## config.mk

```make
export PLATFORM = sky130hd
export DESIGN_NAME = ram_port_arbiter
export DESIGN_NICKNAME = d
export VERILOG_FILES = /design/src/rtl/ram_port_arbiter.sv
export SDC_FILE = /design/constraint.sdc
export NUM_CORES = 1
export LEC_CHECK = 0
export CORE_AREA = 2 2 119 121
export CTS_CLUSTER_SIZE = 20
export DETAILED_ROUTE_END_ITERATION = 10
export DIE_AREA = 0 0 121 123
export PLACE_DENSITY = 0.64
export SLEW_MARGIN = 20
export SYNTH_ARGS = -nofsm -noshare
export SYNTH_HDL_FRONTEND = slang
export SYNTH_SLANG_ARGS = --single-unit
```

## constraint.sdc

```tcl
create_clock -name clk -period 2.6 [get_ports clk]
set_clock_uncertainty 0.15 [all_clocks]
set_input_delay 0.26 -clock clk [delete_from_list [all_inputs] [get_ports clk]]
set_output_delay 0.26 -clock clk [all_outputs]
set_load 0.02 [all_outputs]
```

## src/rtl/ram_port_arbiter.sv

```systemverilog
// Fixed-priority arbiter sharing the block RAM data port between M0 (LSU) and M1 (loader/debug).
// Define ARB_STARVE_GUARD_EN to enable the M1 anti-starvation guard.
module ram_port_arbiter #(
  parameter int unsigned ADDR_WIDTH     = 31,
  parameter int unsigned DATA_WIDTH     = 31,
  parameter int unsigned WORD_ADDR_BITS = 12,
  parameter int unsigned LOCK_MAX       = 16,
  parameter int unsigned STARVE_MAX     = 8
) (
  input  logic                      clk,
  input  logic                      rst,
  input  logic                      clk_en,
  input  logic                      i_m0_req,
  input  logic                      i_m1_req,
  input  logic                      i_m0_we,
  input  logic                      i_m1_we,
  input  logic [ADDR_WIDTH:0]       i_m0_addr,
  input  logic [ADDR_WIDTH:0]       i_m1_addr,
  input  logic [3:0]                i_m0_be,
  input  logic [3:0]                i_m1_be,
  input  logic [DATA_WIDTH:0]       i_m0_wdata,
  input  logic [DATA_WIDTH:0]       i_m1_wdata,
  input  logic                      i_m1_lock,
  output logic                      o_m0_gnt,
  output logic                      o_m1_gnt,
  output logic                      o_m0_rvalid,
  output logic                      o_m1_rvalid,
  output logic [DATA_WIDTH:0]       o_m0_rdata,
  output logic [DATA_WIDTH:0]       o_m1_rdata,
  output logic                      o_ram_read_req,
  output logic [WORD_ADDR_BITS-1:0] o_ram_read_addr,
  output logic                      o_ram_write_enable,
  output logic [3:0]                o_ram_byte_enable,
  output logic [WORD_ADDR_BITS-1:0] o_ram_write_addr,
  output logic [DATA_WIDTH:0]       o_ram_write_data,
  input  logic [DATA_WIDTH:0]       i_ram_rdata
);

  localparam int unsigned LCW = $clog2(LOCK_MAX + 1);

  localparam logic [0:0] S_IDLE    = 1'b0;
  localparam logic [0:0] S_M1_LOCK = 1'b1;

  logic [0:0]               state_q, state_d;
  logic [LCW-1:0]           lock_cnt_q, lock_cnt_d;
  logic                     relock_blk_q, relock_blk_d;
  logic                     m0_rvalid_q, m0_rvalid_d;
  logic                     m1_rvalid_q, m1_rvalid_d;
  logic                     en;
  logic                     m1_pri;
  logic                     sel_m1;
  logic                     m0_gnt, m1_gnt;
  logic [WORD_ADDR_BITS-1:0] word_sel;
  logic                     unused_addr_bits;

  assign en = clk_en & ~rst;

`ifdef ARB_STARVE_GUARD_EN
  localparam int unsigned SCW = $clog2(STARVE_MAX + 1);

  logic [SCW-1:0] starve_cnt_q, starve_cnt_d;

  // M1 wins the next grant once it has waited STARVE_MAX enabled cycles behind M0
  assign m1_pri = (starve_cnt_q == SCW'(STARVE_MAX));

  always_comb begin
    starve_cnt_d = starve_cnt_q;
    if (clk_en) begin
      if (m1_gnt || !i_m1_req) begin
        starve_cnt_d = '0;
      end else if (m0_gnt && (starve_cnt_q != SCW'(STARVE_MAX))) begin
        starve_cnt_d = starve_cnt_q + SCW'(1);
      end
    end
  end

  always_ff @(posedge clk or posedge rst) begin
    if (rst) begin
      starve_cnt_q <= '0;
    end else begin
      starve_cnt_q <= starve_cnt_d;
    end
  end
`else
  logic unused_starve_cfg;

  assign m1_pri            = 1'b0;
  assign unused_starve_cfg = (STARVE_MAX == 0);
`endif

  // Master selection: M1 owns the port while locked, otherwise M0 first
  always_comb begin
    sel_m1 = 1'b0;
    if (state_q == S_M1_LOCK) begin
      sel_m1 = 1'b1;
    end else begin
      sel_m1 = (m1_pri && i_m1_req) || !i_m0_req;
    end
  end

  assign m0_gnt = en & i_m0_req & ~sel_m1;
  assign m1_gnt = en & i_m1_req & sel_m1;

  always_comb begin
    state_d      = state_q;
    lock_cnt_d   = lock_cnt_q;
    relock_blk_d = relock_blk_q;
    if (clk_en) begin
      if (m0_gnt || !i_m0_req) begin
        relock_blk_d = 1'b0;
      end
      if (state_q == S_IDLE) begin
        if (m1_gnt && i_m1_lock && !relock_blk_q) begin
          state_d    = S_M1_LOCK;
          lock_cnt_d = LCW'(1);
        end
      end else begin
        if (m1_gnt) begin
          if (!i_m1_lock) begin
            state_d    = S_IDLE;
            lock_cnt_d = '0;
          end else if (lock_cnt_q >= LCW'(LOCK_MAX - 1)) begin
            // forced release; M0 must get a turn before M1 may lock again
            state_d      = S_IDLE;
            lock_cnt_d   = '0;
            relock_blk_d = 1'b1;
          end else begin
            lock_cnt_d = lock_cnt_q + LCW'(1);
          end
        end else if (!i_m1_req && !i_m1_lock) begin
          state_d    = S_IDLE;
          lock_cnt_d = '0;
        end
      end
    end
  end

  // Read-valid tracks read grants of the previous enabled cycle; holds while disabled
  always_comb begin
    m0_rvalid_d = m0_rvalid_q;
    m1_rvalid_d = m1_rvalid_q;
    if (clk_en) begin
      m0_rvalid_d = m0_gnt & ~i_m0_we;
      m1_rvalid_d = m1_gnt & ~i_m1_we;
    end
  end

  always_ff @(posedge clk or posedge rst) begin
    if (rst) begin
      state_q      <= S_IDLE;
      lock_cnt_q   <= '0;
      relock_blk_q <= 1'b0;
      m0_rvalid_q  <= 1'b0;
      m1_rvalid_q  <= 1'b0;
    end else begin
      state_q      <= state_d;
      lock_cnt_q   <= lock_cnt_d;
      relock_blk_q <= relock_blk_d;
      m0_rvalid_q  <= m0_rvalid_d;
      m1_rvalid_q  <= m1_rvalid_d;
    end
  end

  assign word_sel = sel_m1 ? i_m1_addr[WORD_ADDR_BITS+1:2] : i_m0_addr[WORD_ADDR_BITS+1:2];

  assign o_m0_gnt           = m0_gnt;
  assign o_m1_gnt           = m1_gnt;
  assign o_ram_read_req     = (m0_gnt & ~i_m0_we) | (m1_gnt & ~i_m1_we);
  assign o_ram_write_enable = (m0_gnt & i_m0_we) | (m1_gnt & i_m1_we);
  assign o_ram_byte_enable  = (m0_gnt & i_m0_we) ? i_m0_be :
                              (m1_gnt & i_m1_we) ? i_m1_be : 4'b0000;
  assign o_ram_read_addr    = word_sel;
  assign o_ram_write_addr   = word_sel;
  assign o_ram_write_data   = sel_m1 ? i_m1_wdata : i_m0_wdata;

  assign o_m0_rvalid = m0_rvalid_q;
  assign o_m1_rvalid = m1_rvalid_q;
  assign o_m0_rdata  = m0_rvalid_q ? i_ram_rdata : '0;
  assign o_m1_rdata  = m1_rvalid_q ? i_ram_rdata : '0;

  assign unused_addr_bits = ^{i_m0_addr[1:0], i_m0_addr[ADDR_WIDTH:WORD_ADDR_BITS+2],
                              i_m1_addr[1:0], i_m1_addr[ADDR_WIDTH:WORD_ADDR_BITS+2]};

endmodule
```

; Word-level counts from Yosys, hierarchy flattened
; Index checks and enable logic that the tools add are counted.
[word_totals]
mem_bits_ro = 0
ram_bits = 0
out_inout_bits = 130
latch_bits = 0
reg_bits = 9
input_bits = 176
n_memories = 0
elab_cells = 57
[classes]
n_addsub = 1
n_reduce_logical = 10
bitwise = 15
multipliers = 0
div = 0
order_cmp = 1
mux = 24
n_eq_ne = 1
n_shift = 0
[op_table]
columns = operator, n
row1 = two-way mux 32 bit, 3
row2 = two-way mux 5 bit, 6
row3 = two-way mux 1 bit, 12
row4 = two-way mux 12 bit, 1
row5 = bitwise AND 1 bit, 9
row6 = two-way mux 4 bit, 2
row7 = "adder 5 x 1 -> 5 bit, second input constant", 1
row8 = ">= comparator 5 x 4 -> 1 bit, second input constant", 1
row9 = zero test 1 bit, 4
row10 = inverter 1 bit, 4
row11 = logical AND 1 bit, 3
row12 = "!= test 3 x 1 -> 1 bit, second input constant", 1
row13 = AND reduction 3 bit, 1
row14 = OR 1 bit, 2
row15 = nonzero test 2 bit, 1
row16 = logical OR 1 bit, 1

; Logic depth before layout (Yosys ltp)
; Gate-level depths: netlist (run 1).
[logic_depth]
word_depth = 10
depth_mapped = 7
depth_no_buf = 7

; Least setup slack after synthesis (run 1)
; Ideal clock, no wire load.
[synth_path]
path_kind = reg-to-reg
startpoint = register lock_cnt_q[0]
endpoint = register lock_cnt_q[2]
synth_period_minus_slack_ns = 2.205
required_ns = 2.386
setup_ns = 0.064
arrival_ns = 1.992
path_slack_ns = 0.395
path_buffers = 0
path_stages_with_launch = 8
cell_sequence = dfrtp_1 -> ha_1 -> and3_1 -> ha_1 -> or2_1 -> or4_4 -> nor3b_2 -> a21o_1
[synth_between]
elab_chain_len = 5
elab_cells_between_ends = 6
classes_between = 1 x add/sub / 1 x order compare / 4 x mux
[synth_rtl]
columns = item, line
row1 = from (decl), 45  ; logic [LCW-1:0] lock_cnt_q, lock_cnt_d;
row2 = from (signal assigned), 157  ; lock_cnt_q <= lock_cnt_d;
row3 = adder 5 x 1 -> 5 bit / >= comparator 5 x 4 -> 1 bit (equally long branches), "128, 122"
row4 = two-way mux 5 bit (*), 122  ; end else if (lock_cnt_q >= LCW'(LOCK_MAX - 1)) begin
row5 = two-way mux 5 bit (*), 119  ; if (!i_m1_lock) begin
row6 = two-way mux 5 bit (*), 118  ; if (m1_gnt) begin
row7 = two-way mux 5 bit (*), 112  ; if (state_q == S_IDLE) begin
; Every way passes the cells marked *; elsewhere a longest branch is shown, timed or not.
; A chain may end at the register's enable or synchronous reset.

; Final worst setup path (run 1)
[layout_path]
startpoint = register state_q
endpoint = output o_ram_write_enable
[layout_between]
elab_chain_len = 5
elab_cells_between_ends = 7
classes_between = 1 x mux / 6 x bitwise
[layout_rtl]
columns = item, line
row1 = from (decl), 44  ; logic [0:0] state_q, state_d;
row2 = from (signal assigned), 156  ; state_q <= state_d;
row3 = two-way mux 1 bit (*), 94  ; if (state_q == S_M1_LOCK) begin
row4 = inverter 1 bit, 101  ; assign m0_gnt = en & i_m0_req & ~sel_m1;
row5 = bitwise AND 1 bit, 101
row6 = bitwise AND 1 bit, 169  ; assign o_ram_write_enable = (m0_gnt & i_m0_we) | (m1_gnt & i_m1_we);
row7 = OR 1 bit (*), 169
row8 = to (decl), 32  ; output logic o_ram_write_enable,
; Marked as above.

==> results.tsv, run 1 <==
metric	value	unit
status	finished clean	
endpoint_kind	primary output	
crit_chain	nand2b_2 > and3_1 > and2_4 > or2_1 > clkdlybuf4s50_1	
ios	306	
dr.pass1.iters	4	
cp_max_fo	6	
synth_xor_area_share	0	%
rsz0062_at_grt	no	
powerDensity	472	nW/um2
initial_core_util	12.2	%
portBuffers	265	
fin_setup_tns	0	ns
finalNonFillerCells	718	
drc	0	
worstSkewPairLatency	0.24	ns
timing.rr.end	lock_cnt_q[2]$_DFFE_PP0P_	
synth_top_family_by_area	simple AND/OR/NAND/NOR gates	
gp_congestion	0.808	
yosys_register_bits	9	
ir_worst_vdd	0.306	mV
cp_top_family	simple AND/OR/NAND/NOR gates	
synth-compound-area-share	8.15	%
worstMarginPinSlew	0.441	ns
grt_pass1_wl	12800	um
grt_util_all_layers	10.6	%
num_vias	2752	
cts_tree	built	
seqCellArea	225	um2
cap_violations	0	
fin_crit	2.50	ns
root_buffer	clkbuf_16	
multi_input_area	1250	um2
dp.cells	714	
coreArea	13600	um2
reg2reg_slack	0.26	ns
synth_edf_count	0	
hold_viol_final	0	
via_per_inst	3.83	
max_freq	0.400	GHz
synth_seq_area_share	13.6	%
syn_nets	469	
cts.sinks	9	
cts_made_buffers	3	
rows	43	
setup_viol	0	
final_util	33.4	%
crit_buf_inv	1	
synthAdderAreaFrac	1.51	%
synth_cells	291	
final_antenna_net_count	0	
crit_type	register to primary output	
grt_start_max_net_pins	49	
die_x	121	um
first_iter_violations	70	
synth-simple-area-share	64.6	%
clk_pin_slew_worst_paths	0.04	ns
worstPathArrival	2.09	ns
mappedNetlistArea	1660	um2
worstHoldPathType	input pin to async pin	
nNetsFinal	717	
fillers	1437	
drv_slew	0	
hpwl	7440	um
cts_hold_repair.buffers	0	
leakagePower	1.98	nW
antenna_found_initial	0	
wirelength	8770	um
drive_gt1_share	3.72	%
regToRegStartpoint	lock_cnt_q[0]$_DFFE_PP0P_	
power	2.15	mW
cp-start-kind	register	
grt.overflow.total	0	
cts_buffer_depth	2	
post_cts_buffers	0	
min_period_over_period	96.3	%
antennaDiodeCount	0	
slew_headroom	70.6	%
critPathMaxStageDelay	0.54	ns
ys.flop_type	dfrtp_1	
routedWlPerCell	12.2	um
die-area	14900	um2
dieHeight	123	um
required	2.19	ns
synthArstFlopShare	100	%
synth.distinct_cells	35	
avgSynthCellArea	5.70	um2
slowest_stage	clkdlybuf4s50_1	
yosys_warnings	0	
synthMuxAreaShare	0.679	%
grt_pass1_vias	2608	
cts_max_level	1	
synthToLayoutAreaGrowth	174	%
r2r_cells	7	
-- state kept, by name, summed over array words and instances (netlist names) --
register      flops
o_m0_rvalid       1
state_q           1
relock_blk_q      1
lock_cnt_q        5
o_m1_rvalid       1
-- layout make-up --
cell class,instances,share of cell area [%]
clock buffer,4,1.73
tap,180,4.95
sequential,9,4.95
multi-input combinational,245,27.6
timing repair buffer,272,60.1
inverter,8,0.660
-- cells in the final DEF, fill, tap and decap left out, types with 3 or more instances in the layout --
cell	n
and2_1	64
clkdlybuf4s50_1	263
a22o_1	4
buf_4	5
dfrtp_1	9
o22ai_1	4
a21oi_1	3
nor2_1	6
clkbuf_16	3
nand2_1	134
inv_1	7
-- Yosys cell counts (all sizes together), types with 3 or more instances --
cell / count / area [um2]
a21oi: 3 / 15.0
and3: 3 / 18.8
dfrtp: 9 / 225
a22o: 4 / 35.0
nand2: 135 / 514
and2: 65 / 409
nor2b: 3 / 18.8
buf: 18 / 119
inv: 8 / 30.0
nor2: 6 / 22.5
clkbuf: 11 / 41.3
o22ai: 4 / 25.0
-- through the flow --
| step | hold WS (ns) | setup WS, ns | area (um2) |
|---|---|---|---|
| 2_1_floorplan | -0.0621 | 0.395 | 1660 |
| 3_3_place_gp | 0.324 | 0.0365 | 4460 |
| 3_5_place_dp | 0.327 | 0.0224 | 4460 |
| 4_1_cts | 0.266 | 0.0150 | 4540 |
| 5_1_grt | 0.301 | 0.00360 | 4550 |
| 6_report | 0.246 | 0.0971 | 4550 |
-- power by group --
group	switching (mW)	internal (mW)	total [mW]	leakage [nW]
registers	0.0377	0.167	0.205	0.120
logic	0.837	0.827	1.66	1.82
clock network	0.0719	0.205	0.277	0.0382
-- worst reg2reg max path: cells and delay by family (launching register included) --
| family | cells | cell delay [ns] |
|---|---|---|
| AOI/OAI and AO/OA | 1 | 0.09 |
| adders and majority gates | 2 | 0.40 |
| and+or+nand+nor | 4 | 1.22 |
| DFF | 1 | 0.41 |
-- routing by layer --
layer | part of all wire [%] | GRT usage (%)
met5 | 0 | 0
met4 | 0.73 | 1.60
met3 | 9.9 | 2.86
met2 | 52 | 20.2
met1 | 37 | 11.9
-- cell families after synthesis --
family,after synthesis
muxes,1
adders and majority gates,2
AOI/OAI and AO/OA,18
buffers and inverters,37
and+or+nand+nor,224
DFF,9
-- worst max-delay path by stage --
stage | slack [ns] | cells after the start | endpoint | from
after detailed placement | 0.02 | 5 | o_ram_byte_enable[0] | i_m0_req
after global placement | 0.04 | 5 | o_ram_byte_enable[3] | i_m0_req
after floorplan | 0.39 | 7 | lock_cnt_q[2]$_DFFE_PP0P_ | lock_cnt_q[0]$_DFFE_PP0P_
after CTS | 0.02 | 5 | o_ram_byte_enable[0] | i_m0_req
after global routing | 0.004 | 6 | o_ram_byte_enable[2] | rst
final | 0.1 | 5 | o_ram_write_enable | state_q$_DFFE_PP0P_
-- repair_timing --
action | CTS | global route
setup endpoints to repair | 0 | 5
gates resized for setup | 0 | 3
hold endpoints to repair | 0 | 0
Note: power is estimated with default switching activity, not from simulation.
==> run 2: changes to the inputs <==
PLACE_DENSITY = default   (was 0.64)
==> run 2 against run 1 <==
  * Design area about the same
  * Worst hold slack improved by 0.082 ns
  * Total power increased by 0.17%
  * Fmax decreased by 0.88%
==> results.tsv, run 2 (synthesis gave the netlist of run 1 again) <==
metric	value	unit	change
cts_max_level	1		unchanged
rsz0062_at_grt	no		
worstHoldPathType	input pin to async pin		
num_vias	2739		-0.47%
endpoint_kind	primary output		
synthToLayoutAreaGrowth	174	%	about the same
cts.sinks	9		unchanged
min_period_over_period	97.1	%	+0.85 points
holdWs	0.328	ns	+0.0824 ns
required	2.19	ns	about the same
dr.pass1.iters	4		unchanged
drc	0		unchanged
wirelength	9090	um	+3.7%
max_freq	0.396	GHz	-0.88%
drive_gt1_share	4.10	%	+0.38 points
first_iter_violations	83		+19%
via_per_inst	3.82		-0.33%
cap_violations	0		unchanged
cp-start-kind	input pin		
regToRegStartpoint	lock_cnt_q[0]$_DFFE_PP0P_		
slowest_stage	clkdlybuf4s50_1		
cts_hold_repair.buffers	0		unchanged
largest_register_ffs	5		unchanged
power	2.15	mW	+0.17%
dieHeight	123	um	unchanged
multi_input_area	1260	um2	+0.60%
mostFrequentLayoutCells	clkdlybuf4s50_1 (263), nand2_1 (134), and2_1 (64), dfrtp_1 (9), inv_1 (7)		
coreArea	13600	um2	unchanged
crit_type	input pin to primary output		
setup_viol	0		unchanged
worstMarginPinSlew	0.461	ns	+0.0204 ns
initial_core_util	12.2	%	unchanged
hold_viol_final	0		unchanged
hpwl	7620	um	+2.4%
routedWlPerCell	12.7	um	+3.9%
antenna_found_initial	0		unchanged
grt_pass1_wl	12700	um	-0.48%
fin_setup_tns	0	ns	unchanged
gp_congestion	0.820		+1.5%
crit_chain	clkdlybuf4s50_1 > nor2b_4 > buf_12 > nand2_1 > nand2_1 > clkdlybuf4s50_1		
placed_area	4450	um2	-0.22%
antennaDiodeCount	0		unchanged
leakagePower	1.96	nW	-1.1%
critPathMaxStageDelay	0.62	ns	+0.08 ns
die_x	121	um	unchanged
die-area	14900	um2	unchanged
cts_tree	built		
fin_crit	2.53	ns	+0.0222 ns
nNetsFinal	716		-0.14%
seqCellArea	225	um2	unchanged
timing.rr.end	lock_cnt_q[2]$_DFFE_PP0P_		
powerDensity	473	nW/um2	+0.25%
grt_util_all_layers	10.7	%	+0.085 points
grt_pass1_vias	2525		-3.2%
ios	306		unchanged
grt_start_max_net_pins	49		unchanged
clk_pin_slew_worst_paths	0.04	ns	about the same
worstPathArrival	2.12	ns	+0.03 ns
status	finished clean		
fillers	1403		-2.4%
portBuffers	265		unchanged
cts_buffer_depth	2		unchanged
grt.overflow.total	0		unchanged
drv_slew	0		unchanged
regMostFlops	lock_cnt_q		
cts_made_buffers	3		unchanged
reg2reg_slack	0.25	ns	about the same
post_cts_buffers	0		unchanged
final_antenna_net_count	0		unchanged
root_buffer	clkbuf_16		
ir_worst_vdd	0.258	mV	-16%
worstSkewPairLatency	0.24	ns	about the same
slew_headroom	69.3	%	-1.4 points
final_common_cell	clkdlybuf4s50_1		
r2r_cells	7		unchanged
rows	43		unchanged
cp_max_fo	48		+42
stdcell_area	4540	um2	about the same
==> run 2: cell type report <==
cell class | instances | share of cell area [%]
clock inverter | 1 | 0.110
inverter | 8 | 0.661
timing repair buffer | 271 | 59.9
clock buffer | 3 | 1.65
sequential | 9 | 4.96
tap | 180 | 4.96
multi-input combinational | 245 | 27.8
==> run 2: worst max-delay path, delay by kind of cell <==
family / cells / cell delay (ns)
buf+inv: 3 / 1.39
simple gates: 3 / 0.42
==> run 2: through the flow <==
stage,util [%],setup slack [ns],cells
4_1_cts,33.3,0.0137,717
3_5_place_dp,32.7,-0.00346,713
5_1_grt,33.4,0.00798,717
6_report,33.4,0.0749,717
3_3_place_gp,32.7,0.0635,713
2_1_floorplan,-,0.395,291
==> run 2: timing repair <==
item | CTS | global route
gates resized for setup | 1 | 3
setup endpoints to repair | 3 | 6
cloned | 0 | 0
==> run 2: power by group <==
group | switching [mW] | internal, mW | total (mW)
logic | 0.842 | 0.825 | 1.67
registers | 0.0394 | 0.167 | 0.206
clock network | 0.0722 | 0.203 | 0.275
total | 0.954 | 1.20 | 2.15
==> run 2: how the worst max path moves through the flow <==
stage / from / end / depth (start not counted)
2_1_floorplan: lock_cnt_q[0]$_DFFE_PP0P_ / lock_cnt_q[2]$_DFFE_PP0P_ / 7
3_3_place_gp: i_m0_req / o_ram_byte_enable[3] / 5
3_5_place_dp: rst / o_ram_byte_enable[3] / 5
4_1_cts: rst / o_ram_byte_enable[3] / 6
5_1_grt: i_m0_req / o_ram_write_addr[11] / 6
6_report: i_m0_req / o_ram_write_addr[11] / 6
==> run 2: layer usage <==
metal | GRT usage [%] | wire, um
met1 | 12.3 | 3500
met2 | 20.3 | 4790
met3 | 2.68 | 766
met4 | 1.53 | 38
met5 | 0 | 0
==> run 3: changes to the inputs <==
CTS_CLUSTER_DIAMETER = 120   (was default)
==> results of run 3 <==
No change in the layout: final DEF, timing and power equal those of run 2.
